[config.mk]
export PLATFORM = sky130hd
export DESIGN_NAME = pipe_mem_wb_elastic_flat
export DESIGN_NICKNAME = d
export VERILOG_FILES = /design/src/rtl/pipe_mem_wb_elastic_if.sv /design/src/rtl/pipe_mem_wb_elastic.sv /design/src/flat_wrapper.sv
export SDC_FILE = /design/constraint.sdc
export NUM_CORES = 1
export LEC_CHECK = 0
export CAP_MARGIN = 20
export CORE_MARGIN = 10
export CORE_UTILIZATION = 42
export DETAILED_ROUTE_END_ITERATION = 8
export PLACE_DENSITY = 0.77
export SETUP_SLACK_MARGIN = 0.4
export SYNTH_ARGS = -nofsm -noshare
export SYNTH_HDL_FRONTEND = slang
export SYNTH_SLANG_ARGS = --single-unit
[constraint.sdc]
create_clock -name clk -period 1.5 [get_ports clk]
set_input_delay 0.375 -clock clk [delete_from_list [all_inputs] [get_ports clk]]
set_output_delay 0.375 -clock clk [all_outputs]
set_load 0.1 [all_outputs]
[src/rtl/pipe_mem_wb_elastic_if.sv]
// Handshake/bus bundle for the MEM->WB elastic stage.
// Forwarding signals exist only when PIPE_MEM_WB_ELASTIC_FWD_EN is defined.
interface pipe_mem_wb_elastic_if #(
    parameter int DATAPATH_WIDTH     = 64,
    parameter int REGFILE_ADDR_WIDTH = 5
);
    logic                          in_valid;
    logic                          in_ready;
    logic [DATAPATH_WIDTH-1:0]     mem_data_in;
    logic [DATAPATH_WIDTH-1:0]     accum_in;
    logic                          wb_sel_in;
    logic [REGFILE_ADDR_WIDTH-1:0] WR_addr_in;
    logic                          WR_en_in;
    logic                          out_valid;
    logic                          out_ready;
    logic [DATAPATH_WIDTH-1:0]     wb_data_out;
    logic [REGFILE_ADDR_WIDTH-1:0] WR_addr_out;
    logic                          WR_en_out;
`ifdef PIPE_MEM_WB_ELASTIC_FWD_EN
    logic                          fwd_valid;
    logic [REGFILE_ADDR_WIDTH-1:0] fwd_addr;
    logic [DATAPATH_WIDTH-1:0]     fwd_data;
`endif

    modport master (
        output in_valid, mem_data_in, accum_in, wb_sel_in, WR_addr_in, WR_en_in, out_ready,
`ifdef PIPE_MEM_WB_ELASTIC_FWD_EN
        input  fwd_valid, fwd_addr, fwd_data,
`endif
        input  in_ready, out_valid, wb_data_out, WR_addr_out, WR_en_out
    );

    modport slave (
        input  in_valid, mem_data_in, accum_in, wb_sel_in, WR_addr_in, WR_en_in, out_ready,
`ifdef PIPE_MEM_WB_ELASTIC_FWD_EN
        output fwd_valid, fwd_addr, fwd_data,
`endif
        output in_ready, out_valid, wb_data_out, WR_addr_out, WR_en_out
    );
endinterface

[src/rtl/pipe_mem_wb_elastic.sv]
// Two-entry (head + skid) elastic MEM->WB pipeline stage with registered in_ready.
// Optional forwarding outputs enabled by defining PIPE_MEM_WB_ELASTIC_FWD_EN.
module pipe_mem_wb_elastic #(
    parameter int DATAPATH_WIDTH     = 64,
    parameter int REGFILE_ADDR_WIDTH = 5
) (
    input  logic                 clk,
    input  logic                 reset,
    input  logic                 flush,
    pipe_mem_wb_elastic_if.slave bus
);
    typedef enum logic [1:0] {ST_EMPTY, ST_ONE, ST_FULL} state_t;

    state_t                        r_state;
    state_t                        w_state_nxt;
    logic                          r_in_ready;
    logic [DATAPATH_WIDTH-1:0]     r_head_data;
    logic [REGFILE_ADDR_WIDTH-1:0] r_head_addr;
    logic                          r_head_en;
    logic [DATAPATH_WIDTH-1:0]     r_skid_data;
    logic [REGFILE_ADDR_WIDTH-1:0] r_skid_addr;
    logic                          r_skid_en;

    logic                          w_out_valid;
    logic                          w_accept;
    logic                          w_pop;
    logic [DATAPATH_WIDTH-1:0]     w_in_data;
    logic                          w_load_head_in;
    logic                          w_load_head_skid;
    logic                          w_load_skid;

    assign w_out_valid = (r_state != ST_EMPTY);
    assign w_accept    = bus.in_valid && r_in_ready;
    assign w_pop       = w_out_valid && bus.out_ready;
    assign w_in_data   = bus.wb_sel_in ? bus.mem_data_in : bus.accum_in;

    always_ff @(posedge clk) begin
        if (reset) begin
            r_state    <= ST_EMPTY;
            r_in_ready <= 1'b1;
        end else begin
            r_state    <= w_state_nxt;
            r_in_ready <= (w_state_nxt != ST_FULL);
        end
    end

    always_comb begin
        w_state_nxt      = r_state;
        w_load_head_in   = 1'b0;
        w_load_head_skid = 1'b0;
        w_load_skid      = 1'b0;
        if (flush) begin
            w_state_nxt = ST_EMPTY;
        end else begin
            case (r_state)
                ST_EMPTY: begin
                    if (w_accept) begin
                        w_state_nxt    = ST_ONE;
                        w_load_head_in = 1'b1;
                    end
                end
                ST_ONE: begin
                    if (w_accept && w_pop) begin
                        w_load_head_in = 1'b1;
                    end else if (w_accept) begin
                        w_state_nxt = ST_FULL;
                        w_load_skid = 1'b1;
                    end else if (w_pop) begin
                        w_state_nxt = ST_EMPTY;
                    end
                end
                ST_FULL: begin
                    if (w_pop) begin
                        w_state_nxt      = ST_ONE;
                        w_load_head_skid = 1'b1;
                    end
                end
                default: w_state_nxt = ST_EMPTY;
            endcase
        end
    end

    // Head is cleared on flush so a flushed stage presents all-zero outputs.
    always_ff @(posedge clk) begin
        if (reset || flush) begin
            r_head_data <= '0;
            r_head_addr <= '0;
            r_head_en   <= 1'b0;
            r_skid_data <= '0;
            r_skid_addr <= '0;
            r_skid_en   <= 1'b0;
        end else begin
            if (w_load_head_in) begin
                r_head_data <= w_in_data;
                r_head_addr <= bus.WR_addr_in;
                r_head_en   <= bus.WR_en_in;
            end else if (w_load_head_skid) begin
                r_head_data <= r_skid_data;
                r_head_addr <= r_skid_addr;
                r_head_en   <= r_skid_en;
            end
            if (w_load_skid) begin
                r_skid_data <= w_in_data;
                r_skid_addr <= bus.WR_addr_in;
                r_skid_en   <= bus.WR_en_in;
            end
        end
    end

    assign bus.in_ready    = r_in_ready;
    assign bus.out_valid   = w_out_valid;
    assign bus.wb_data_out = r_head_data;
    assign bus.WR_addr_out = r_head_addr;
    assign bus.WR_en_out   = r_head_en && w_out_valid;

`ifdef PIPE_MEM_WB_ELASTIC_FWD_EN
    logic w_skid_fwd;

    // Youngest enabled entry wins: skid when occupied and enabled, else head.
    assign w_skid_fwd    = (r_state == ST_FULL) && r_skid_en;
    assign bus.fwd_valid = w_skid_fwd || (w_out_valid && r_head_en);
    assign bus.fwd_addr  = w_skid_fwd ? r_skid_addr : r_head_addr;
    assign bus.fwd_data  = w_skid_fwd ? r_skid_data : r_head_data;
`endif
endmodule

[src/flat_wrapper.sv]
// flat-port wrapper written by rule: the top's interface ports become plain ports
module pipe_mem_wb_elastic_flat 
#(
    parameter int DATAPATH_WIDTH     = 64,
    parameter int REGFILE_ADDR_WIDTH = 5
)
  (clk, reset, flush, bus_in_valid, bus_mem_data_in, bus_accum_in, bus_wb_sel_in, bus_WR_addr_in, bus_WR_en_in, bus_out_ready, bus_in_ready, bus_out_valid, bus_wb_data_out, bus_WR_addr_out, bus_WR_en_out);
  pipe_mem_wb_elastic_if #(.DATAPATH_WIDTH(DATAPATH_WIDTH), .REGFILE_ADDR_WIDTH(REGFILE_ADDR_WIDTH)) bus_i ();
  input  logic clk;
  input  logic reset;
  input  logic flush;
  input wire logic [$bits(bus_i.in_valid)-1:0] bus_in_valid;
  input wire logic [$bits(bus_i.mem_data_in)-1:0] bus_mem_data_in;
  input wire logic [$bits(bus_i.accum_in)-1:0] bus_accum_in;
  input wire logic [$bits(bus_i.wb_sel_in)-1:0] bus_wb_sel_in;
  input wire logic [$bits(bus_i.WR_addr_in)-1:0] bus_WR_addr_in;
  input wire logic [$bits(bus_i.WR_en_in)-1:0] bus_WR_en_in;
  input wire logic [$bits(bus_i.out_ready)-1:0] bus_out_ready;
  output wire logic [$bits(bus_i.in_ready)-1:0] bus_in_ready;
  output wire logic [$bits(bus_i.out_valid)-1:0] bus_out_valid;
  output wire logic [$bits(bus_i.wb_data_out)-1:0] bus_wb_data_out;
  output wire logic [$bits(bus_i.WR_addr_out)-1:0] bus_WR_addr_out;
  output wire logic [$bits(bus_i.WR_en_out)-1:0] bus_WR_en_out;
  assign bus_i.in_valid = bus_in_valid;
  assign bus_i.mem_data_in = bus_mem_data_in;
  assign bus_i.accum_in = bus_accum_in;
  assign bus_i.wb_sel_in = bus_wb_sel_in;
  assign bus_i.WR_addr_in = bus_WR_addr_in;
  assign bus_i.WR_en_in = bus_WR_en_in;
  assign bus_i.out_ready = bus_out_ready;
  assign bus_in_ready = bus_i.in_ready;
  assign bus_out_valid = bus_i.out_valid;
  assign bus_wb_data_out = bus_i.wb_data_out;
  assign bus_WR_addr_out = bus_i.WR_addr_out;
  assign bus_WR_en_out = bus_i.WR_en_out;
  pipe_mem_wb_elastic #(.DATAPATH_WIDTH(DATAPATH_WIDTH), .REGFILE_ADDR_WIDTH(REGFILE_ADDR_WIDTH)) u_core (.clk(clk), .reset(reset), .flush(flush), .bus(bus_i));
endmodule
Word level (Yosys, flattened, before mapping)

Index checks and enable logic that the tools add are counted.

Register bits after elaboration: 143
Bits in latches: 0
Bits in writable memories: 0
ROM bits: 0
Input port bits: 140
Output and inout port bits: 72
Logic and storage cells: 43
Memories: 0

Add/sub/neg operators: 0
$mul: 0
Divide/modulo/power cells: 0
Order comparisons: 0
Eq/ne operators: 3
Shifts and indexed selects: 0
Mux-type cells: 24
Bitwise gates (word level): 0
Reductions and logical operators: 8

Operators with widths:

| kind                                                                   | number |
|---|---|
| 64-bit two-way mux                                                     | 3 |
| 2-bit two-way mux                                                      | 6 |
| 1-bit two-way mux                                                      | 11 |
| 5-bit two-way mux                                                      | 2 |
| 2-bit one-hot mux with 3 select lines                                  | 1 |
| 1-bit logical AND                                                      | 4 |
| 2-bit nonzero test                                                     | 2 |
| 2-bit by 1-bit equality test with 1-bit output (second input constant) | 1 |
| 2-bit equality test (second input constant)                            | 1 |
| 2-bit logical NOT                                                      | 1 |
| 2-bit inequality test (second input constant)                          | 1 |
| 1-bit one-hot mux with 2 select lines                                  | 1 |
| 1-bit logical OR                                                       | 1 |

Logic depth before layout (Yosys ltp)

Gate-level depths: netlist of the first run.

Depth after elaboration: 8
Depth in mapped cells: 7
Depth with buffers taken out: 4

Worst setup path after synthesis of the first run

No wires, ideal clock.

Path type: register -> register
Start point: register u_core.r_in_ready (netlist: u_core.bus.in_ready)
End point: register u_core.r_head_data[10] (netlist: u_core.bus.wb_data_out[10])
Data arrival time: 2231 ps
Data required time: 1385 ps
Path slack: -846 ps
Stages on the path, launching flop included: 7
Path buffers: 2
Clock period less this slack: 2346 ps
Cells stage by stage: dfxtp_1 nand2_1 or4_4 buf_6 buf_6 mux2i_1 and2_1

Word-level cells in the longest chain between the ends: 6

Ends and longest elaborated chain:

| what                                                     | line                      | source |
|---|---|---|
| from (decl)                                              | pipe_mem_wb_elastic.sv:16 | `logic r_in_ready;` |
| from (signal assigned)                                   | pipe_mem_wb_elastic.sv:43 | `r_in_ready <= (w_state_nxt != ST_FULL);` |
| 1-bit logical AND *                                      | pipe_mem_wb_elastic.sv:33 | `assign w_accept = bus.in_valid && r_in_ready;` |
| 1-bit logical AND                                        | pipe_mem_wb_elastic.sv:63 | `if (w_accept && w_pop) begin` |
| 1-bit two-way mux                                        | pipe_mem_wb_elastic.sv:63 |  |
| 1-bit one-hot mux with 2 select lines *                  | pipe_mem_wb_elastic.sv:55 | `case (r_state)` |
| 1-bit two-way mux *                                      | pipe_mem_wb_elastic.sv:52 | `if (flush) begin` |
| 64-bit two-way mux or 2-bit nonzero test (tied branches) | --                        |  |
| to (signal assigned)                                     | pipe_mem_wb_elastic.sv:94 | `r_head_data <= w_in_data;` |
| to (signal assigned)                                     | pipe_mem_wb_elastic.sv:98 | `r_head_data <= r_skid_data;` |
| to (decl)                                                | pipe_mem_wb_elastic.sv:17 | `logic [DATAPATH_WIDTH-1:0] r_head_data;` |

Every way passes the cells marked *; elsewhere a longest branch is shown, timed or not.
A chain may end at the register's enable or synchronous reset.

Final worst setup path of the first run

Start point: register u_core.r_state[0]
End point: register u_core.r_head_data[10] (netlist: u_core.bus.wb_data_out[10])

Word-level cells in the longest chain between the ends: 7

Ends and longest elaborated chain:

| what                                                     | line                      | source |
|---|---|---|
| from (decl)                                              | pipe_mem_wb_elastic.sv:14 | `state_t r_state;` |
| from (signal assigned)                                   | pipe_mem_wb_elastic.sv:42 | `r_state <= w_state_nxt;` |
| 2-bit nonzero test                                       | pipe_mem_wb_elastic.sv:32 | `assign w_out_valid = (r_state != ST_EMPTY);` |
| 1-bit logical AND                                        | pipe_mem_wb_elastic.sv:34 | `assign w_pop = w_out_valid && bus.out_ready;` |
| 1-bit logical AND                                        | pipe_mem_wb_elastic.sv:63 |  |
| 1-bit two-way mux                                        | pipe_mem_wb_elastic.sv:63 |  |
| 1-bit one-hot mux with 2 select lines                    | pipe_mem_wb_elastic.sv:55 |  |
| 1-bit two-way mux                                        | pipe_mem_wb_elastic.sv:52 |  |
| 64-bit two-way mux or 2-bit nonzero test (tied branches) | --                        |  |

Parallel ways exist; a longest one is shown, timed or not.

==> results of run 1 <==
placed cells by master, fill, tap and decap left out, drive strengths merged:
cell type	netlist	layout
a211o	1	1
a211oi	38	38
a31oi	32	32
and2	39	39
buf	32	176
bufbuf	0	1
bufinv	0	1
clkbuf	26	43
clkdlybuf4s50	0	135
clkinv	0	4
clkinvlp	0	1
dfxtp	143	143
diode	0	2
dlygate4sd2	0	2
inv	1	1
mux2	26	26
mux2i	147	147
nand2	66	66
nand2b	1	1
nand4b	1	1
nor2	72	72
nor2b	1	1
nor4b	1	1
nor4bb	1	1
o21a	1	1
o21ai	32	32
o22a	1	1
or2	2	2
or4	1	2
or4bb	1	1
power by group:
part | leakage [nW] | internal [mW] | switching, mW | total, mW
combinational | 3.29 | 1.04 | 1.08 | 2.11
sequential | 1.19 | 3.85 | 0.0734 | 3.93
clock | 0.273 | 2.44 | 1.61 | 4.04
total | 4.75 | 7.33 | 2.76 | 10.1
flip-flops by register name (all words and copies together), names as in the netlist:
name,count
u_core.r_skid_addr,5
u_core.r_head_en,1
u_core.bus.in_ready,1
u_core.r_state,2
u_core.r_skid_data,64
u_core.bus.WR_addr_out,5
u_core.bus.wb_data_out,64
u_core.r_skid_en,1
worst paths after layout:
path / start / endpoint / slack [ns] / cells past startpoint
min: u_core.r_skid_data[40] / u_core.bus.wb_data_out[40] / 0.47 / 2
max: u_core.r_state[0] / u_core.bus.wb_data_out[10] / -0.39 / 5
max reg2reg: u_core.r_state[0] / u_core.bus.wb_data_out[10] / -0.39 / 5
min reg2reg: u_core.r_skid_data[40] / u_core.bus.wb_data_out[40] / 0.47 / 2
Yosys cell counts:
cell type / count / area share (%)
and2_1: 39 / 3.8
dfxtp_1: 143 / 44
mux2_2: 26 / 4.5
buf_1: 2 / 0.12
inv_1: 1 / 0.058
clkbuf_1: 26 / 1.5
or4_4: 1 / 0.17
nor2b_1: 1 / 0.097
or2_2: 2 / 0.19
nand2b_1: 1 / 0.097
o21a_1: 1 / 0.12
nand2_1: 66 / 3.8
mux2i_1: 147 / 23
buf_4: 4 / 0.47
nor4b_1: 1 / 0.14
o21ai_0: 32 / 2.5
o22a_1: 1 / 0.14
nand4b_1: 1 / 0.14
a211o_1: 1 / 0.14
a31oi_1: 32 / 3.1
buf_2: 18 / 1.4
a211oi_1: 38 / 4.4
buf_6: 8 / 1.4
or4bb_1: 1 / 0.17
nor4bb_1: 1 / 0.16
nor2_1: 72 / 4.2
metal layers:
layer  vias to the layer above  GRT usage, %  wire length (µm)
met4                         0         6.985               978
met1                      3239         23.15             10740
li1                       2956             -                 -
met2                       309         34.88             14360
met5                         -             0                 0
met3                        76         7.855              2281
worst max-delay path, cell delays in order (launching register included):
cell and delay, ns:
dfxtp_2 0.33, nor2b_4 0.14, or4_4 0.64, bufbuf_16 0.32, mux2i_1 0.14, and2_1 0.19
metrics by stage:
step / setup TNS (ns) / hold WS [ns] / cells
2_1_floorplan: -19.50 / 0.4401 / 666
5_1_grt: -40.11 / 0.4768 / 1160
6_report: -30.61 / 0.4653 / 1162
4_1_cts: -24.04 / 0.4565 / 1095
3_3_place_gp: -89.19 / 0.4458 / 1048
3_5_place_dp: -93.12 / 0.4547 / 1048
logic make-up after synthesis:
family	after synthesis	share of synthesized area [%]
AO/OA/AOI/OAI	105	10.39
buffers and inverters	59	4.944
flip-flops	143	44.36
multiplexers	173	27.34
AND/OR/NAND/NOR	186	12.97
layout make-up:
cell class,instances,share of cell area (%)
inverters,1,0.02986
flip-flops and latches,143,23.83
clock inverters,6,0.4579
multi-input cells,465,32.28
repair buffers,332,37.55
clock buffers,25,3.942
well taps,188,1.871
diodes,2,0.03982
what timing repair did:
item                                   CTS  global route
gates cloned                            11            22
setup endpoints to repair              215           215
endpoints found under the hold margin    0             0
buffers inserted                         5            43
resized for setup                       51           242
pin swaps                               19            99
==> results.sh, run 1 <==
export IMPL_ys_warn_count=0
export IMPL_placed_cell_area_um2=9808
export IMPL_critPathLaunchType="flip-flop"
export IMPL_finClkSkew_ns=0.009521
export IMPL_dp_final_hpwl_um=13950
export IMPL_total_power_mw=10.08
export IMPL_setup_viol=142
export IMPL_grtUsageTotal_pct=20.59
export IMPL_multi_input_comb_area_um2=4058
export IMPL_syn2layout_area_growth_pct=94.77
export IMPL_syn_num_nets=806
export IMPL_netlist_area_um2=6454
export IMPL_p_per_area_nw_per_um2=802.2
export IMPL_cp_arrival_ns=2.20
export IMPL_grt_pass1_vias=6108
export IMPL_seq_area_um2=2995
export IMPL_final_antenna_net_count=0
export IMPL_rsz0062_at_grt="true"
export IMPL_port_buffers=211
export IMPL_dieArea_um2=20720
export IMPL_drt_first_iter_violations=388
export IMPL_die_h_um=144.0
export IMPL_cts_tree="done"
export IMPL_critical_path_class="flip-flop to flip-flop"
export IMPL_design_area_um2=12570
export IMPL_floorplan_initialDensity_pct=42.61
export IMPL_p_leak_nw=4.755
export IMPL_ctsHoldBuffers=0
export IMPL_cp_data_required_time_ns=1.81
export IMPL_synth_seq_cells=143
export IMPL_violations="negative setup slack"
export IMPL_io_pins=212
export IMPL_wirelength_um=28360
export IMPL_rows=45
export IMPL_htree_levels=4
export IMPL_core_um2=15150
export IMPL_grt_pass1_wl_um=33310
export IMPL_hold_viol=0
export IMPL_place_gp_congestion=0.7716
export IMPL_slew_headroom_pct=70.45
export IMPL_synth_seq_area_share_pct=44.36
export IMPL_avgSynthCellArea_um2=9.690
export IMPL_maxCapViolations=0
export IMPL_grt_max_degree=42
export IMPL_antenna_found_initial=1
export IMPL_clockBufferDepth=2
export IMPL_crit_fanout=5
export IMPL_post_drt_wl_per_cell_um=24.40
export IMPL_period_share_pct=125.8
export IMPL_hp_class="flip-flop to flip-flop"
export IMPL_dr_pass1_iters=5
export IMPL_clkSlewWorstSetupHoldPaths_ns=0.06
export IMPL_drv_slew=0
export IMPL_nNetsFinal=1100
export IMPL_final_fill_count=742
export IMPL_avgViaCountPerCell=5.663
export IMPL_tightestPinTransition_ns=0.4309
export IMPL_ys_types=26
export IMPL_grt_overflow_total=0
export IMPL_place_ws_ns=-0.7224
export IMPL_drive_gt1_share_pct=46.40
export IMPL_cts_made_buffers=17
export IMPL_layout_setup_ws_ns=-0.3875
export IMPL_min_period_ns=1.887
export IMPL_cts_sinks=143
export IMPL_vias=6580
export IMPL_outcome="finished, violations left"
export IMPL_synth_cells=666
export IMPL_final_util_pct=82.99
export IMPL_drc_errors=0
export IMPL_die_w_um=144.0
export IMPL_vdd_drop_max_uv=822.9
export IMPL_worstSkewPairLatency_ns=0.43
export IMPL_cts_root_buffer="clkbuf_16"
export IMPL_endpoint_kind="flip-flop"
export IMPL_fmaxAchievable_ghz=0.5298
Note: power is estimated with default switching activity, not from simulation.
==> inputs of run 2 (changes only) <==
--- a/config.mk
+++ b/config.mk
@@ -8,2 +8,3 @@
 export CAP_MARGIN = 20
+export CORE_ASPECT_RATIO = 0.6
 export CORE_MARGIN = 10
--- a/constraint.sdc
+++ b/constraint.sdc
@@ -3,2 +3,2 @@
 set_output_delay 0.375 -clock clk [all_outputs]
-set_load 0.1 [all_outputs]
+set_load 0.02 [all_outputs]
==> results.sh, run 2 (synthesis results as in run 1) <==
export IMPL_wirelength_um=23050
export IMPL_dr_pass1_iters=5
export IMPL_period_share_pct=119.7
export IMPL_mostFrequentLayoutCell="mux2i_1"
export IMPL_dp_final_hpwl_um=13990
export IMPL_p_comb_share_pct=14.9
export IMPL_hold_viol=0
export IMPL_fmaxAchievable_ghz=0.5569
export IMPL_cts_tree="done"
export IMPL_tightestPinTransition_ns=0.4560
export IMPL_grt_max_degree=43
export IMPL_cp_data_required_time_ns=1.79
export IMPL_place_ws_ns=-0.7752
export IMPL_finClkSkew_ns=0.01035
export IMPL_seq_area_um2=2959
export IMPL_drv_slew=0
export IMPL_critical_path_class="flip-flop to flip-flop"
export IMPL_die_h_um=116.0
export IMPL_final_fill_count=982
export IMPL_final_cell_mix="mux2i_1, clkdlybuf4s50_1, buf_6"
export IMPL_final_antenna_net_count=0
export IMPL_die_w_um=180.0
export IMPL_endpoint_kind="flip-flop"
export IMPL_rows=34
export IMPL_clockBufferDepth=2
export IMPL_post_drt_wl_per_cell_um=20.04
export IMPL_clkSlewWorstSetupHoldPaths_ns=0.06
export IMPL_htree_levels=4
export IMPL_core_um2=14760
export IMPL_placed_cell_area_um2=9012
export IMPL_cts_sinks=143
export IMPL_min_period_ns=1.796
export IMPL_maxCapViolations=0
export IMPL_crit_fanout=7
export IMPL_grt_pass1_wl_um=31930
export IMPL_drc_errors=0
export IMPL_grt_pass1_vias=5891
export IMPL_avgViaCountPerCell=5.244
export IMPL_instances_no_fill=1150
export IMPL_antenna_found_initial=0
export IMPL_cts_root_buffer="clkbuf_16"
export IMPL_seqPwrFrac_pct=40.2
export IMPL_critPathLaunchType="flip-flop"
export IMPL_cp_arrival_ns=2.09
export IMPL_setup_viol=142
export IMPL_place_gp_congestion=0.7609
export IMPL_cts_made_buffers=17
export IMPL_hp_class="flip-flop to flip-flop"
export IMPL_p_leak_nw=4.330
export IMPL_slew_headroom_pct=68.73
export IMPL_violations="negative setup slack"
export IMPL_drt_first_iter_violations=420
export IMPL_grt_overflow_total=0
export IMPL_nNetsFinal=1080
export IMPL_vdd_drop_max_uv=551.8
export IMPL_outcome="finished, violations left"
export IMPL_grtUsageTotal_pct=18.74
export IMPL_diodes=0
export IMPL_rsz0062_at_grt="true"
export IMPL_dieArea_um2=20890
export IMPL_p_int_mw=7.412
export IMPL_worstSkewPairLatency_ns=0.41
export IMPL_clkPwrFrac_pct=45.0
export IMPL_drive_gt1_share_pct=40.55
export IMPL_netSwitchingPower_mw=2.351
export IMPL_floorplan_initialDensity_pct=43.72
export IMPL_port_buffers=211
export IMPL_vias=6031
export IMPL_total_power_mw=9.763
export IMPL_p_per_area_nw_per_um2=876.3
export IMPL_switching_share_pct=24.08
export IMPL_io_pins=212
export IMPL_layout_setup_ws_ns=-0.2958
export IMPL_syn2layout_area_growth_pct=72.64
export IMPL_multi_input_comb_area_um2=3682
export IMPL_design_area_um2=11140
export IMPL_dp_cells=1056
run 2: cell count changes in the layout (fill, tap and decap cells not counted), moves of 8 or more:
cell,before,now
nand2_4,13,0
buf_6,28,93
dfxtp_4,18,3
a31oi_4,8,0
o21ai_1,1,11
nor2_1,46,57
nand2_1,43,65
nand2_2,10,1
buf_12,98,20
dfxtp_2,52,68
run 2: final cells by class:
type	instances	area share, %
Inverter	1	0.03369
Timing Repair Buffer	313	32.63
Clock inverter	12	1.437
Sequential cell	143	26.56
Tap cell	198	2.223
Clock buffer	19	4.065
Multi-Input combinational cell	464	33.05
run 2: power groups by stage:
stage | Combinational, mW | Clock [mW] | Sequential, mW
global route | 1.54 | 4.59 | 3.93
CTS | 1.26 | 4.40 | 3.91
detailed placement | 1.22 | 0 | 3.98
finish | 1.45 | 4.39 | 3.92
floorplan | 0.499 | 0 | 4.05
global placement | 1.21 | 0 | 3.98
run 2: metal layers:
layer  vias to the layer above  share of wire [%]  GRT usage (%)
met5                         -                  0              0
met4                         0               0.63          3.482
met3                        16                7.0          6.943
met2                       206                 45          29.65
met1                      2907                 47          24.30
li1                       2902                  -              -
run 2: metrics by stage:
stage | util (%) | hold slack (ns) | setup TNS (ns)
after CTS | 68.08 | 0.4611 | -16.26
after global routing | 75.48 | 0.4791 | -34.30
after floorplan | - | 0.4476 | -4.948
final | 75.48 | 0.4623 | -26.01
after global placement | 61.05 | 0.4577 | -96.09
after detailed placement | 61.05 | 0.4580 | -97.98
run 2: timing repair:
item,4_1_cts,5_1_grt
pin swaps,6,40
hold buffers,0,0
gates cloned,6,14
gates resized for setup,384,287
buffers inserted,15,28
setup endpoints to repair,215,215
run 2: worst paths after layout:
check             cells past startpoint  slack [ns]                    from                         end
setup / recovery                      8       -0.30       u_core.r_state[0]       u_core.r_skid_addr[4]
hold / removal                        2        0.46  u_core.r_skid_data[53]  u_core.bus.wb_data_out[53]
setup reg to reg                      8       -0.30       u_core.r_state[0]       u_core.r_skid_addr[4]
hold reg to reg                       2        0.46  u_core.r_skid_data[53]  u_core.bus.wb_data_out[53]
run 2: critical path: stages, from the launching register on:
cell	delay, ns
dfxtp_4	0.37
nor2b_4	0.17
buf_6	0.12
nor4b_4	0.25
buf_6	0.22
buf_12	0.13
clkbuf_16	0.17
mux2i_1	0.19
nor2_1	0.06
==> inputs of run 3 (changes only) <==
MAX_ROUTING_LAYER = met4   (was not set)
==> results.sh, run 3 (synthesis results as in run 1) <==
export IMPL_rsz0062_at_grt="true"
export IMPL_die_w_um=180.0
export IMPL_finalSetupTns_ns=-19.81
export IMPL_period_share_pct=115.6
export IMPL_cts_tree="done"
export IMPL_p_per_area_nw_per_um2=892.7
export IMPL_avgViaCountPerCell=5.206
export IMPL_place_ws_ns=-0.7752
export IMPL_cp_data_required_time_ns=1.79
export IMPL_crit_fanout=32
export IMPL_endpoint_kind="flip-flop"
export IMPL_maxCapViolations=0
export IMPL_syn2layout_area_growth_pct=67.27
export IMPL_outcome="finished, violations left"
export IMPL_critical_path_top_delay_family="simple AND/OR/NAND/NOR gates"
export IMPL_cp_cell_sequence="buf_6 > or4_4 > buf_12 > mux2i_1 > and2_1"
export IMPL_critPathLaunchType="flip-flop"
export IMPL_cts_made_buffers=17
export IMPL_vias=5919
export IMPL_core_um2=14760
export IMPL_clockBufferDepth=2
export IMPL_wirelength_um=21680
export IMPL_io_pins=212
export IMPL_dr_pass1_iters=5
export IMPL_fmaxAchievable_ghz=0.5770
export IMPL_grt_overflow_total=0
export IMPL_drive_gt1_share_pct=36.74
export IMPL_grt_pass1_wl_um=31950
export IMPL_tightestPinTransition_ns=0.4351
export IMPL_slew_headroom_pct=70.17
export IMPL_cp_slowest_cell="or4_4"
export IMPL_cp_arrival_ns=2.03
export IMPL_dieArea_um2=20890
export IMPL_final_cell_mix="mux2i_1, clkdlybuf4s50_1, buf_6"
export IMPL_grt_pass1_vias=5885
export IMPL_finClkSkew_ns=0.01054
export IMPL_mostFrequentLayoutCell="mux2i_1"
export IMPL_critical_path_class="flip-flop to flip-flop"
export IMPL_vdd_drop_max_uv=546.9
export IMPL_die_h_um=116.0
export IMPL_place_gp_congestion=0.7708
export IMPL_p_leak_nw=4.191
export IMPL_hold_viol=0
export IMPL_diodes=0
export IMPL_rows=34
export IMPL_cts_sinks=143
export IMPL_drc_errors=0
export IMPL_setup_viol=142
export IMPL_post_drt_wl_per_cell_um=19.07
export IMPL_grt_max_degree=43
export IMPL_clkSlewWorstSetupHoldPaths_ns=0.06
export IMPL_dp_final_hpwl_um=13990
export IMPL_critical_path_max_stage_delay_ns=0.60
export IMPL_grtUsageTotal_pct=19.35
export IMPL_crit_buf_inv=2
export IMPL_worstSkewPairLatency_ns=0.41
export IMPL_drt_first_iter_violations=401
export IMPL_antenna_found_initial=0
export IMPL_port_buffers=211
export IMPL_drv_slew=0
export IMPL_final_antenna_net_count=0
export IMPL_total_power_mw=9.637
export IMPL_min_period_ns=1.733
export IMPL_htree_levels=4
export IMPL_nNetsFinal=1067
export IMPL_cts_root_buffer="clkbuf_16"
export IMPL_violations="negative setup slack"
export IMPL_layout_setup_ws_ns=-0.2333
export IMPL_floorplan_initialDensity_pct=43.72
export IMPL_hp_class="flip-flop to flip-flop"
-- run 3: changes by cell type in the layout (fill, tap and decap cells not counted), moves of 4 or more --
cell	before	now
o21ai_2	21	1
o21ai_1	11	30
buf_6	93	89
buf_12	20	16
-- run 3: report_power, final --
group | internal, mW | total, mW | switching [mW] | leakage (nW)
Sequential | 3.87 | 3.92 | 0.0486 | 1.19
Combinational | 0.783 | 1.36 | 0.576 | 2.71
Clock | 2.71 | 4.36 | 1.65 | 0.288
-- run 3: through the flow --
step	std cells	area, µm²	util (%)	hold WS (ns)
6_report	1137	10800	73.13	0.4588
5_1_grt	1137	10800	73.13	0.4821
4_1_cts	1108	10050	68.08	0.4611
3_5_place_dp	1056	9012	61.05	0.4580
3_3_place_gp	1056	9012	61.05	0.4577
2_1_floorplan	666	6579	-	0.4476
-- run 3: final cells by class --
cell class,instances,area [µm²]
clock buffers,19,452.9
clock inverters,12,160.2
fillers,1045,3966
inverters,1,3.754
multi-input cells,464,3560
flip-flops and latches,143,2958
well taps,198,247.7
repair buffers,300,3413
-- run 3: path summary, 6_finish.rpt --
check	slack, ns	start	depth (start not counted)	endpoint
max	-0.23	u_core.r_state[1]	5	u_core.bus.wb_data_out[36]
min	0.46	u_core.r_skid_data[58]	2	u_core.bus.wb_data_out[58]
max reg2reg	-0.23	u_core.r_state[1]	5	u_core.bus.wb_data_out[36]
min reg2reg	0.46	u_core.r_skid_data[58]	2	u_core.bus.wb_data_out[58]
-- run 3: worst min-delay path, stage by stage, from the launching register on --
cell,delay (ns)
dfxtp_1,0.30
nand2_1,0.05
a31oi_1,0.07
-- run 3: routing by layer --
metal / wire [µm] / track usage, % / vias up
met5: 0 / - / -
met4: 116 / 3.482 / 0
met3: 1523 / 5.978 / 11
met2: 9710 / 29.63 / 215
met1: 10330 / 24.99 / 2830
li1: - / - / 2863
-- run 3: repair_timing --
| action | CTS | global route |
|---|---|---|
| hold buffers | 0 | 0 |
| cloned | 6 | 8 |
| resized for setup | 384 | 249 |
| pin swaps | 6 | 31 |
| endpoints found under the setup margin | 215 | 215 |
| buffers inserted | 15 | 21 |
